`src/rtl/m_load_rsp_if.sv`:
```
// Bundle of the request, memory-bus and response handshakes used by m_load_rsp.
// The slave modport is the load-response block itself; master is its environment.
interface m_load_rsp_if;
   logic        req_valid;
   logic        req_ready;
   logic [31:0] req_addr;
   logic [2:0]  req_deop;
   logic        mem_re;
   logic [31:0] mem_addr;
   logic        mem_rvalid;
   logic [31:0] mem_rdata;
   logic        rsp_valid;
   logic        rsp_ready;
   logic [31:0] rsp_data;
   logic        rsp_exc;
   logic        rsp_timeout;

   modport slave (
      input  req_valid, req_addr, req_deop, mem_rvalid, mem_rdata, rsp_ready,
      output req_ready, mem_re, mem_addr, rsp_valid, rsp_data, rsp_exc, rsp_timeout
   );

   modport master (
      output req_valid, req_addr, req_deop, mem_rvalid, mem_rdata, rsp_ready,
      input  req_ready, mem_re, mem_addr, rsp_valid, rsp_data, rsp_exc, rsp_timeout
   );
endinterface

```
`src/rtl/m_load_rsp.sv`:
```
// M-stage load response unit: accepts one load at a time, issues a single
// word read, then aligns and sign/zero-extends the returned data. Misaligned
// or illegal loads raise an address-error flag without touching the bus; a bus
// that stays silent for TIMEOUT_CYCLES WAIT cycles ends the load with a timeout.
module m_load_rsp #(
   parameter int unsigned TIMEOUT_CYCLES = 16
) (
   input logic          clk,
   input logic          reset,
   m_load_rsp_if.slave  bus
);

   typedef enum logic [1:0] {
      ST_IDLE = 2'd0,
      ST_WAIT = 2'd1,
      ST_RESP = 2'd2
   } state_t;

   localparam logic [2:0] DEOP_LW  = 3'd0;
   localparam logic [2:0] DEOP_LH  = 3'd1;
   localparam logic [2:0] DEOP_LHU = 3'd2;
   localparam logic [2:0] DEOP_LB  = 3'd3;
   localparam logic [2:0] DEOP_LBU = 3'd4;

   // Last counter value before the load is abandoned (counter starts at 0).
   localparam logic [7:0] CNT_LAST = 8'(TIMEOUT_CYCLES - 32'd1);

   // True when the load type is legal and the address meets its alignment.
   function automatic logic load_ok(input logic [2:0] deop, input logic [1:0] lo);
      logic ok;
      case (deop)
         DEOP_LW:           ok = (lo == 2'b00);
         DEOP_LH, DEOP_LHU: ok = (lo[0] == 1'b0);
         DEOP_LB, DEOP_LBU: ok = 1'b1;
         default:           ok = 1'b0;
      endcase
      return ok;
   endfunction

   // Selects the addressed half/byte from the raw word and extends it.
   function automatic logic [31:0] extract(input logic [2:0]  deop,
                                           input logic [1:0]  lo,
                                           input logic [31:0] word);
      logic [15:0] half_v;
      logic [7:0]  byte_v;
      logic [31:0] res;
      half_v = lo[1] ? word[31:16] : word[15:0];
      case (lo)
         2'b00:   byte_v = word[7:0];
         2'b01:   byte_v = word[15:8];
         2'b10:   byte_v = word[23:16];
         2'b11:   byte_v = word[31:24];
         default: byte_v = 8'h00;
      endcase
      case (deop)
         DEOP_LW:  res = word;
         DEOP_LH:  res = {{16{half_v[15]}}, half_v};
         DEOP_LHU: res = {16'h0000, half_v};
         DEOP_LB:  res = {{24{byte_v[7]}}, byte_v};
         DEOP_LBU: res = {24'h00_0000, byte_v};
         default:  res = 32'h0000_0000;
      endcase
      return res;
   endfunction

   state_t      state_r;
   logic [2:0]  deop_r;
   logic [1:0]  addr_lo_r;
   logic [7:0]  cnt_r;
   logic        req_ready_r;
   logic        mem_re_r;
   logic [31:0] mem_addr_r;
   logic        rsp_valid_r;
   logic [31:0] rsp_data_r;
   logic        rsp_exc_r;
   logic        rsp_timeout_r;

   // Load FSM: owns every piece of state and every registered output.
   always_ff @(posedge clk or negedge reset) begin
      if (!reset) begin
         state_r       <= ST_IDLE;
         deop_r        <= 3'd0;
         addr_lo_r     <= 2'd0;
         cnt_r         <= 8'd0;
         req_ready_r   <= 1'b1;
         mem_re_r      <= 1'b0;
         mem_addr_r    <= 32'h0000_0000;
         rsp_valid_r   <= 1'b0;
         rsp_data_r    <= 32'h0000_0000;
         rsp_exc_r     <= 1'b0;
         rsp_timeout_r <= 1'b0;
      end else begin
         case (state_r)
            ST_IDLE: begin
               if (bus.req_valid && req_ready_r) begin
                  deop_r      <= bus.req_deop;
                  addr_lo_r   <= bus.req_addr[1:0];
                  req_ready_r <= 1'b0;
                  if (load_ok(bus.req_deop, bus.req_addr[1:0])) begin
                     mem_re_r   <= 1'b1;
                     mem_addr_r <= {bus.req_addr[31:2], 2'b00};
                     cnt_r      <= 8'd0;
                     state_r    <= ST_WAIT;
                  end else begin
                     // Address error: answer directly, the bus is never touched.
                     rsp_valid_r   <= 1'b1;
                     rsp_data_r    <= 32'h0000_0000;
                     rsp_exc_r     <= 1'b1;
                     rsp_timeout_r <= 1'b0;
                     state_r       <= ST_RESP;
                  end
               end
            end
            ST_WAIT: begin
               mem_re_r <= 1'b0;
               // Returned data beats the timeout when both land in one cycle.
               if (bus.mem_rvalid) begin
                  rsp_valid_r   <= 1'b1;
                  rsp_data_r    <= extract(deop_r, addr_lo_r, bus.mem_rdata);
                  rsp_exc_r     <= 1'b0;
                  rsp_timeout_r <= 1'b0;
                  state_r       <= ST_RESP;
               end else if (cnt_r == CNT_LAST) begin
                  rsp_valid_r   <= 1'b1;
                  rsp_data_r    <= 32'h0000_0000;
                  rsp_exc_r     <= 1'b0;
                  rsp_timeout_r <= 1'b1;
                  state_r       <= ST_RESP;
               end else begin
                  cnt_r <= cnt_r + 8'd1;
               end
            end
            ST_RESP: begin
               // Result is held untouched until the consumer takes it.
               if (bus.rsp_ready) begin
                  rsp_valid_r   <= 1'b0;
                  rsp_data_r    <= 32'h0000_0000;
                  rsp_exc_r     <= 1'b0;
                  rsp_timeout_r <= 1'b0;
                  req_ready_r   <= 1'b1;
                  state_r       <= ST_IDLE;
               end
            end
            default: begin
               state_r       <= ST_IDLE;
               req_ready_r   <= 1'b1;
               mem_re_r      <= 1'b0;
               rsp_valid_r   <= 1'b0;
               rsp_data_r    <= 32'h0000_0000;
               rsp_exc_r     <= 1'b0;
               rsp_timeout_r <= 1'b0;
            end
         endcase
      end
   end

   assign bus.req_ready   = req_ready_r;
   assign bus.mem_re      = mem_re_r;
   assign bus.mem_addr    = mem_addr_r;
   assign bus.rsp_valid   = rsp_valid_r;
   assign bus.rsp_data    = rsp_data_r;
   assign bus.rsp_exc     = rsp_exc_r;
   assign bus.rsp_timeout = rsp_timeout_r;

endmodule
```
`src/flat_wrapper.sv`:
```
// flat-port wrapper written by rule: the top's interface ports become plain ports
module m_load_rsp_flat 
#(
   parameter int unsigned TIMEOUT_CYCLES = 16
)
  (clk, reset, bus_req_valid, bus_req_addr, bus_req_deop, bus_mem_rvalid, bus_mem_rdata, bus_rsp_ready, bus_req_ready, bus_mem_re, bus_mem_addr, bus_rsp_valid, bus_rsp_data, bus_rsp_exc, bus_rsp_timeout);
  m_load_rsp_if bus_i ();
  input logic clk;
  input logic reset;
  input wire logic [$bits(bus_i.req_valid)-1:0] bus_req_valid;
  input wire logic [$bits(bus_i.req_addr)-1:0] bus_req_addr;
  input wire logic [$bits(bus_i.req_deop)-1:0] bus_req_deop;
  input wire logic [$bits(bus_i.mem_rvalid)-1:0] bus_mem_rvalid;
  input wire logic [$bits(bus_i.mem_rdata)-1:0] bus_mem_rdata;
  input wire logic [$bits(bus_i.rsp_ready)-1:0] bus_rsp_ready;
  output wire logic [$bits(bus_i.req_ready)-1:0] bus_req_ready;
  output wire logic [$bits(bus_i.mem_re)-1:0] bus_mem_re;
  output wire logic [$bits(bus_i.mem_addr)-1:0] bus_mem_addr;
  output wire logic [$bits(bus_i.rsp_valid)-1:0] bus_rsp_valid;
  output wire logic [$bits(bus_i.rsp_data)-1:0] bus_rsp_data;
  output wire logic [$bits(bus_i.rsp_exc)-1:0] bus_rsp_exc;
  output wire logic [$bits(bus_i.rsp_timeout)-1:0] bus_rsp_timeout;
  assign bus_i.req_valid = bus_req_valid;
  assign bus_i.req_addr = bus_req_addr;
  assign bus_i.req_deop = bus_req_deop;
  assign bus_i.mem_rvalid = bus_mem_rvalid;
  assign bus_i.mem_rdata = bus_mem_rdata;
  assign bus_i.rsp_ready = bus_rsp_ready;
  assign bus_req_ready = bus_i.req_ready;
  assign bus_mem_re = bus_i.mem_re;
  assign bus_mem_addr = bus_i.mem_addr;
  assign bus_rsp_valid = bus_i.rsp_valid;
  assign bus_rsp_data = bus_i.rsp_data;
  assign bus_rsp_exc = bus_i.rsp_exc;
  assign bus_rsp_timeout = bus_i.rsp_timeout;
  m_load_rsp #(.TIMEOUT_CYCLES(TIMEOUT_CYCLES)) u_core (.clk(clk), .reset(reset), .bus(bus_i));
endmodule
```
`config.mk`:
```
export PLATFORM = sky130hd
export DESIGN_NAME = m_load_rsp_flat
export DESIGN_NICKNAME = d
export VERILOG_FILES = /design/src/rtl/m_load_rsp_if.sv /design/src/rtl/m_load_rsp.sv /design/src/flat_wrapper.sv
export SDC_FILE = /design/constraint.sdc
export NUM_CORES = 1
export LEC_CHECK = 0
export BUFFER_PORTS_ARGS = -buffer_cell sky130_fd_sc_hd__buf_2
export CORE_MARGIN = 5
export CORE_UTILIZATION = 54
export DETAILED_ROUTE_END_ITERATION = 8
export PLACE_DENSITY = 0.95
export SLEW_MARGIN = 20
export SYNTH_ARGS = -nofsm -noshare
export SYNTH_HDL_FRONTEND = slang
export SYNTH_SLANG_ARGS = --single-unit
```
`constraint.sdc`:
```
create_clock -name clk -period 3.25 [get_ports clk]
set_input_delay 0.1625 -clock clk [delete_from_list [all_inputs] [get_ports clk]]
set_output_delay 0.1625 -clock clk [all_outputs]
set_load 0.05 [all_outputs]
```
* Word level (Yosys, flattened, before mapping)
Index checks and enable logic that the tools add are counted.
** Storage, ports and cells
- Memories :: 0
- Latch bits :: 0
- Bits in writable memories :: 0
- Flip-flop bits (word level) :: 82
- Bits of input ports :: 72
- ROM bits :: 0
- Output and inout bits :: 69
** Operators by class
- Bitwise logic cells :: 3
- Divide/modulo/power cells :: 0
- Shift-type cells :: 0
- Multiplexer cells :: 42
- $lt $le $gt $ge :: 0
- $add $sub $neg :: 1
- $mul :: 0
- Eq/ne operators :: 21
- Reduce and logical (&&, ||, !) cells :: 16
** Operators by type and width (number)
- 2-to-1 mux 32 bit :: 5
- one-hot mux 32 bit (5 select lines) :: 1
- one-hot mux 32 bit (3 select lines) :: 1
- 2-to-1 mux 8 bit :: 4
- one-hot mux 8 bit (4 select lines) :: 1
- 2-to-1 mux 1 bit :: 16
- 2-to-1 mux 16 bit :: 1
- one-hot mux 8 bit (2 select lines) :: 1
- one-hot mux 1 bit (3 select lines) :: 5
- equality test 3 x 2 -> 1 bit (second input constant) :: 4
- AND reduction 3 bit :: 4
- 2-to-1 mux 2 bit :: 5
- adder 8 x 1 -> 8 bit (second input constant) :: 1
- equality test 8 x 4 -> 1 bit (second input constant) :: 1
- != test 2 bit (second input constant) :: 4
- equality test 2 bit (second input constant) :: 3
- equality test 3 x 1 -> 1 bit (second input constant) :: 2
- equality test 3 bit (second input constant) :: 2
- zero test 2 bit :: 3
- zero test 3 bit :: 2
- one-hot mux 2 bit (3 select lines) :: 1
- AND reduction 5 bit :: 1
- equality test 2 x 1 -> 1 bit (second input constant) :: 2
- != test 2 x 1 -> 1 bit (second input constant) :: 2
- 8 further kinds :: 11

* Logic depth before layout (Yosys ltp)
- Depth after elaboration :: 8
- Depth in mapped cells :: 7

* Worst setup path before layout
OpenSTA, ideal clock, no wires.
- Path type :: register to register
- From :: register u_core.req_ready_r, in the netlist u_core.bus.req_ready
- To :: register u_core.cnt_r[4]
- Setup time :: 78 ps
- Period minus slack after synthesis :: 1934 ps
- Stages on the path, launching flop included :: 6
- Arrival :: 1857 ps
- Path slack :: 1316 ps
- Data required time :: 3172 ps
- Cells stage by stage :: dfstp_2 > nand2_1 > mux2i_1 > nand2b_1 > or4b_1 > a21oi_1
** On the way
- Longest elaborated chain between the ends :: 3
** Ends and longest elaborated chain
- start, declared :: line m_load_rsp.sv:70 : logic req_ready_r;
- start signal, assigned :: line m_load_rsp.sv:85 : req_ready_r <= 1'b1;
- start signal, assigned :: line m_load_rsp.sv:98 : req_ready_r <= 1'b0;
- start signal, assigned :: line m_load_rsp.sv:140 : req_ready_r <= 1'b1;
- logical AND 1 bit :: line m_load_rsp.sv:95 : if (bus.req_valid && req_ready_r) begin
- != test 2 x 1 -> 1 bit (no source line)
- AND reduction 5 bit (no source line)
- end signal, assigned :: line m_load_rsp.sv:130 : cnt_r <= cnt_r + 8'd1;
- end, declared :: line m_load_rsp.sv:69 : logic [7:0] cnt_r;
Every way passes these cells.
A chain may end at the register's enable or synchronous reset.

* Worst setup path after layout
- From :: register u_core.addr_lo_r[0]
- To :: register u_core.rsp_data_r[29], in the netlist u_core.bus.rsp_data[29]
** On the way
- Longest elaborated chain between the ends :: 5
- Elaborated cells on any way between the ends :: 8
- Those cells by class :: 3 x eq/ne; 4 x mux; 1 x reduce/logical
** Ends and longest elaborated chain
- start, declared :: line m_load_rsp.sv:68 : logic [1:0] addr_lo_r;
- start signal, assigned :: line m_load_rsp.sv:97 : addr_lo_r <= bus.req_addr[1:0];
- equality test 2 bit (tied with other cells) :: line m_load_rsp.sv:48 : case (lo)
- one-hot mux 8 bit (4 select lines) * :: line m_load_rsp.sv:48
- one-hot mux 32 bit (5 select lines) * :: line m_load_rsp.sv:55 : case (deop)
- 2-to-1 mux 32 bit * :: line m_load_rsp.sv:117 : if (bus.mem_rvalid) begin
- one-hot mux 32 bit (3 select lines) * :: line m_load_rsp.sv:93 : case (state_r)
- end signal, assigned :: line m_load_rsp.sv:119 : rsp_data_r <= extract(deop_r, addr_lo_r, bus.mem_rdata);
- end, declared :: line m_load_rsp.sv:74 : logic [31:0] rsp_data_r;
Every way passes the cells marked *; elsewhere a longest branch is shown, timed or not.

==> summary by stage <==
Power and ir drop
The fraction of power consumed by combinational cells is 0.067. The analysis attributes to net switching a power of 0.000472 W. The power density over the cells is 388 nW/um^2. The sequential group share of total power is 0.536.

The internal power summed over all cells is 0.00143 W. The leakage power summed over all cells is 2.61 nW. Of the total power, the share spent switching nets is 0.248. The portion of total power attributed to the clock network is 0.397. The maximum ir drop on the vdd rail is 0.000373 V.

Worst setup path
In this run the worst setup path begins at u_core.addr_lo_r[0]. In this run the worst path has a maximum fanout of 17. Traced cell by cell, the critical path runs through nand2b_1 -> nor2_1 -> a2111oi_4 -> a21oi_1 -> o2bb2ai_1. On the critical path, the stage with the largest delay is an instance of sky130_fd_sc_hd__a2111oi_4. The endpoint class of the critical path is a flip-flop. The launch instance of the worst register-to-register path is u_core.addr_lo_r[0]. The worst endpoint data arrival time is 2.52 ns. For this run, the slowest stage of the critical path takes 0.83 ns. The nature of the critical path startpoint is a flip-flop. The cell class contributing the biggest share of worst-path delay is compound AO/OA/AOI/OAI gates. The worst setup path is of the reg -> reg kind. The combined buffer and inverter count along the critical path is 0.

The data required time at the worst endpoint is 3.52 ns.

Detailed routing
Once detail routing completed, the nets flagged for antenna violations numbered 0. In the routed design, unresolved DRC markers number 0. The number of detailed-route iterations in the first pass is 4. The first-iteration detailed-routing DRC count is 290. The routed wirelength normalized by instance count is 18.1 microns. The routed design has 10300 microns of wire. After detailed routing, the number of vias per cell comes to 5.85. The overall via count from detail_route is 3337.

Cells and area
Relative to the synthesized area, the layout overhead comes to 22.8%. In the final layout, the share of cells above drive strength 1 is 0.435. The core utilization of the finished layout is 0.678. After the last flow step, the layout net total stands at 539.

The count of antenna diodes in the layout is 0.

Logic synthesis
The synthesized design contains 0 enable-type register cells. The number of distinct library cells after synthesis is 54. Summing every instance area after synthesis gives 4000 sq um.

The Yosys step of the flow raised 0 warnings. The average cell area after synthesis is 11.9 sq um. The synthesized instance count is 337. The most used flip-flop cell after synthesis is sky130_fd_sc_hd__dfrtp_1. The share of async-settable or async-resettable flops after synthesis is 1.00. Of the synthesized area, sequential elements account for 0.513. Counting flops and latches in the post-synthesis netlist gives 82.

STA
Setup repair after global routing left no endpoint under its margin. Timing would allow up to 445 MHz. The normalized max-slew margin is 0.370. The number of failing hold endpoints at the final stage is 0. Dividing the final minimum period by the clock period gives 0.691. Summed over all failing endpoints, the final setup total negative slack is 0 ns. The count of pins over their slew limit came to 0.

Setup violations remaining at the end of the flow were counted as 0. The worst path in the final design needs a cycle of 2.25 ns, including I/O delays and setup. The largest clock skew in the final design is 0.0106 ns. For the pin with the worst max-slew slack, the measured transition is 0.941 ns.

Global routing
The total overflow left after global routing is 0. The via count of the first global-routing pass is 3321. The wire length of the first global-routing pass is 16300 microns.

The maximum number of pins on one net before global-route repair is 83. The number of antenna violations at the first check in global routing is 0. Across every metal layer, demand over resource in global routing totals 0.229.

CTS
TritonCTS created 9 clock buffers. The clock tree from TritonCTS is yes. Counting along the longest clock path gives a buffer depth of 2.

The deepest level of the CTS H-tree is 3. The count of instances resized after the clock tree is built is 0. CTS placed an instance of sky130_fd_sc_hd__clkbuf_8 at the clock tree root. The CTS sink count is 82.

After clock tree synthesis, the clock-pin slew on the worst setup and hold paths is 0.09 ns. The clock insertion delay at the later pin of the skew report is 0.35 ns.

Placement
The number of port buffers is 138. The routability-driven placement congestion ratio is 0.936. Summed over all nets, the half-perimeter wirelength after detailed placement is 7810 microns.

Die
Measured along the x axis, the die boundary spans 96.1 microns. The floorplan has 31 rows. The die area is 9230 sq um.

After floorplanning, the core was sized to cover 7250 sq um. The initial standard-cell utilization of the core is 0.552. Measured along the y axis, the die boundary spans 96.1 microns. The number of primary I/O pins is 141.

Flow run
Max-cap violations in this run came to 0.

Hold path
In this run the most critical hold path is launched from bus_req_addr[17]. The class of the tightest hold or removal check is in -> reg.

Status
The flow ran to the end, and the final reports show no timing, DRC or antenna violations.
## worst reg2reg max path: stages, from the launching register on
cell                        delay, ns
sky130_fd_sc_hd__dfrtp_1         0.68
sky130_fd_sc_hd__nand2b_1        0.25
sky130_fd_sc_hd__nor2_1          0.09
sky130_fd_sc_hd__a2111oi_4       0.83
sky130_fd_sc_hd__a21oi_1         0.12
sky130_fd_sc_hd__o2bb2ai_1       0.19
## worst paths after layout
kind / end / slack [ns] / depth (start not counted)
worst min-delay path: u_core.bus.mem_addr[17] / 0.02 / 2
worst max-delay path: u_core.bus.rsp_data[29] / 1.00 / 5
worst max register to register: u_core.bus.rsp_data[29] / 1.00 / 5
worst min register to register: u_core.bus.rsp_data[21] / 0.50 / 1
min in group asynchronous: u_core.cnt_r[6] / 0.41 / 2
max in group asynchronous: u_core.bus.rsp_data[14] / 2.35 / 2
## registers in the layout, indices dropped and copies added, names as in the netlist
signal and cells:
u_core.bus.mem_addr 30, u_core.bus.rsp_exc 1, u_core.bus.rsp_timeout 1, u_core.bus.mem_re 1, u_core.bus.req_ready 1, u_core.state_r 2
u_core.bus.rsp_valid 1, u_core.bus.rsp_data 32, u_core.deop_r 3, u_core.cnt_r 8, u_core.addr_lo_r 2
## power groups by stage
stage / clock (W) / combinational, W / sequential, W
floorplan: 0 / 0.0000454 / 0.00104
global placement: 0 / 0.000122 / 0.00104
detailed placement: 0 / 0.000125 / 0.00104
CTS: 0.000765 / 0.000126 / 0.00102
global route: 0.000814 / 0.000142 / 0.00102
finish: 0.000756 / 0.000128 / 0.00102
## cells in the mapped netlist, drive strengths merged (2+ instances only)
| cell | number | area, sq um |
|---|---|---|
| or4 | 3 | 22.5 |
| a221o | 7 | 70.1 |
| clkbuf | 6 | 22.5 |
| nor2b | 2 | 12.5 |
| a21oi | 35 | 175 |
| and3 | 2 | 12.5 |
| or2 | 3 | 18.8 |
| o21a | 2 | 15.0 |
| xor2 | 3 | 26.3 |
| o2bb2ai | 25 | 219 |
| nor3 | 5 | 25.0 |
| nand4 | 3 | 18.8 |
| nor3b | 2 | 20.0 |
| o21ai | 10 | 61.3 |
| dfrtp | 81 | 2030 |
| nand2b | 5 | 31.3 |
| buf | 18 | 116 |
| mux2 | 36 | 405 |
| nor4b | 2 | 32.5 |
| a22o | 6 | 52.6 |
| mux2i | 4 | 40.0 |
| nor2 | 17 | 87.6 |
| a2111oi | 2 | 36.3 |
| mux4 | 7 | 158 |
| nand2 | 28 | 108 |
| o22ai | 2 | 26.3 |
| nand3 | 2 | 10.0 |
| o31ai | 4 | 30.0 |
| inv | 4 | 15.0 |
## cells in the final DEF (no fill, tap or decap), types with 6 or more instances in the layout
cell type                   instances
sky130_fd_sc_hd__buf_2            137
sky130_fd_sc_hd__dfrtp_1           81
sky130_fd_sc_hd__a21oi_1           35
sky130_fd_sc_hd__mux2_2            32
sky130_fd_sc_hd__nand2_1           27
sky130_fd_sc_hd__o2bb2ai_1         25
sky130_fd_sc_hd__nor2_1            15
sky130_fd_sc_hd__clkbuf_8           9
sky130_fd_sc_hd__o21ai_0            7
sky130_fd_sc_hd__mux4_2             7
sky130_fd_sc_hd__a221o_1            7
sky130_fd_sc_hd__a22o_1             6
## cells by family after synthesis
kind of cell	Yosys count	share of synthesized area
flip-flops	82	0.513
AND/OR/NAND/NOR	77	0.106
multiplexers	47	0.151
adder cells (fa/ha/maj)	1	0.00313
XOR/XNOR	3	0.00657
other	1	0.000937
buffers and inverters	28	0.0384
AO/OA/AOI/OAI	98	0.181
## layer usage
metal  part of all wire  global-route usage
met1               0.37               0.295
met2               0.50               0.368
met3              0.091              0.0469
met4              0.036               0.116
met5                  0                   0
## area by class of cell
type                    count  area [sq um]
flip-flops and latches     82          2050
multi-input cells         228          1800
clock buffers               9           124
well taps                  99           124
repair buffers            141           722
inverters                   4          15.0
fillers                   511          2340
clock inverters             7          77.6
## repair_timing
action | CTS | global route
hold buffers | 0 | 1
setup buffers | 0 | 0
endpoints found under the hold margin | 0 | 81
## stage by stage
step                setup WS (ns)  hold WS (ns)  power (W)  cells  area, sq um
finish                       1.00        0.0183    0.00191    570         4910
global route                0.808       0.00261    0.00198    570         4910
CTS                          1.00       0.00209    0.00191    569         4900
global placement             1.09         0.374    0.00116    553         4700
floorplan                    1.32        -0.133    0.00109    338         4010
detailed placement           1.02         0.385    0.00117    553         4700
No activity file was read; power rests on OpenSTA's default activity.
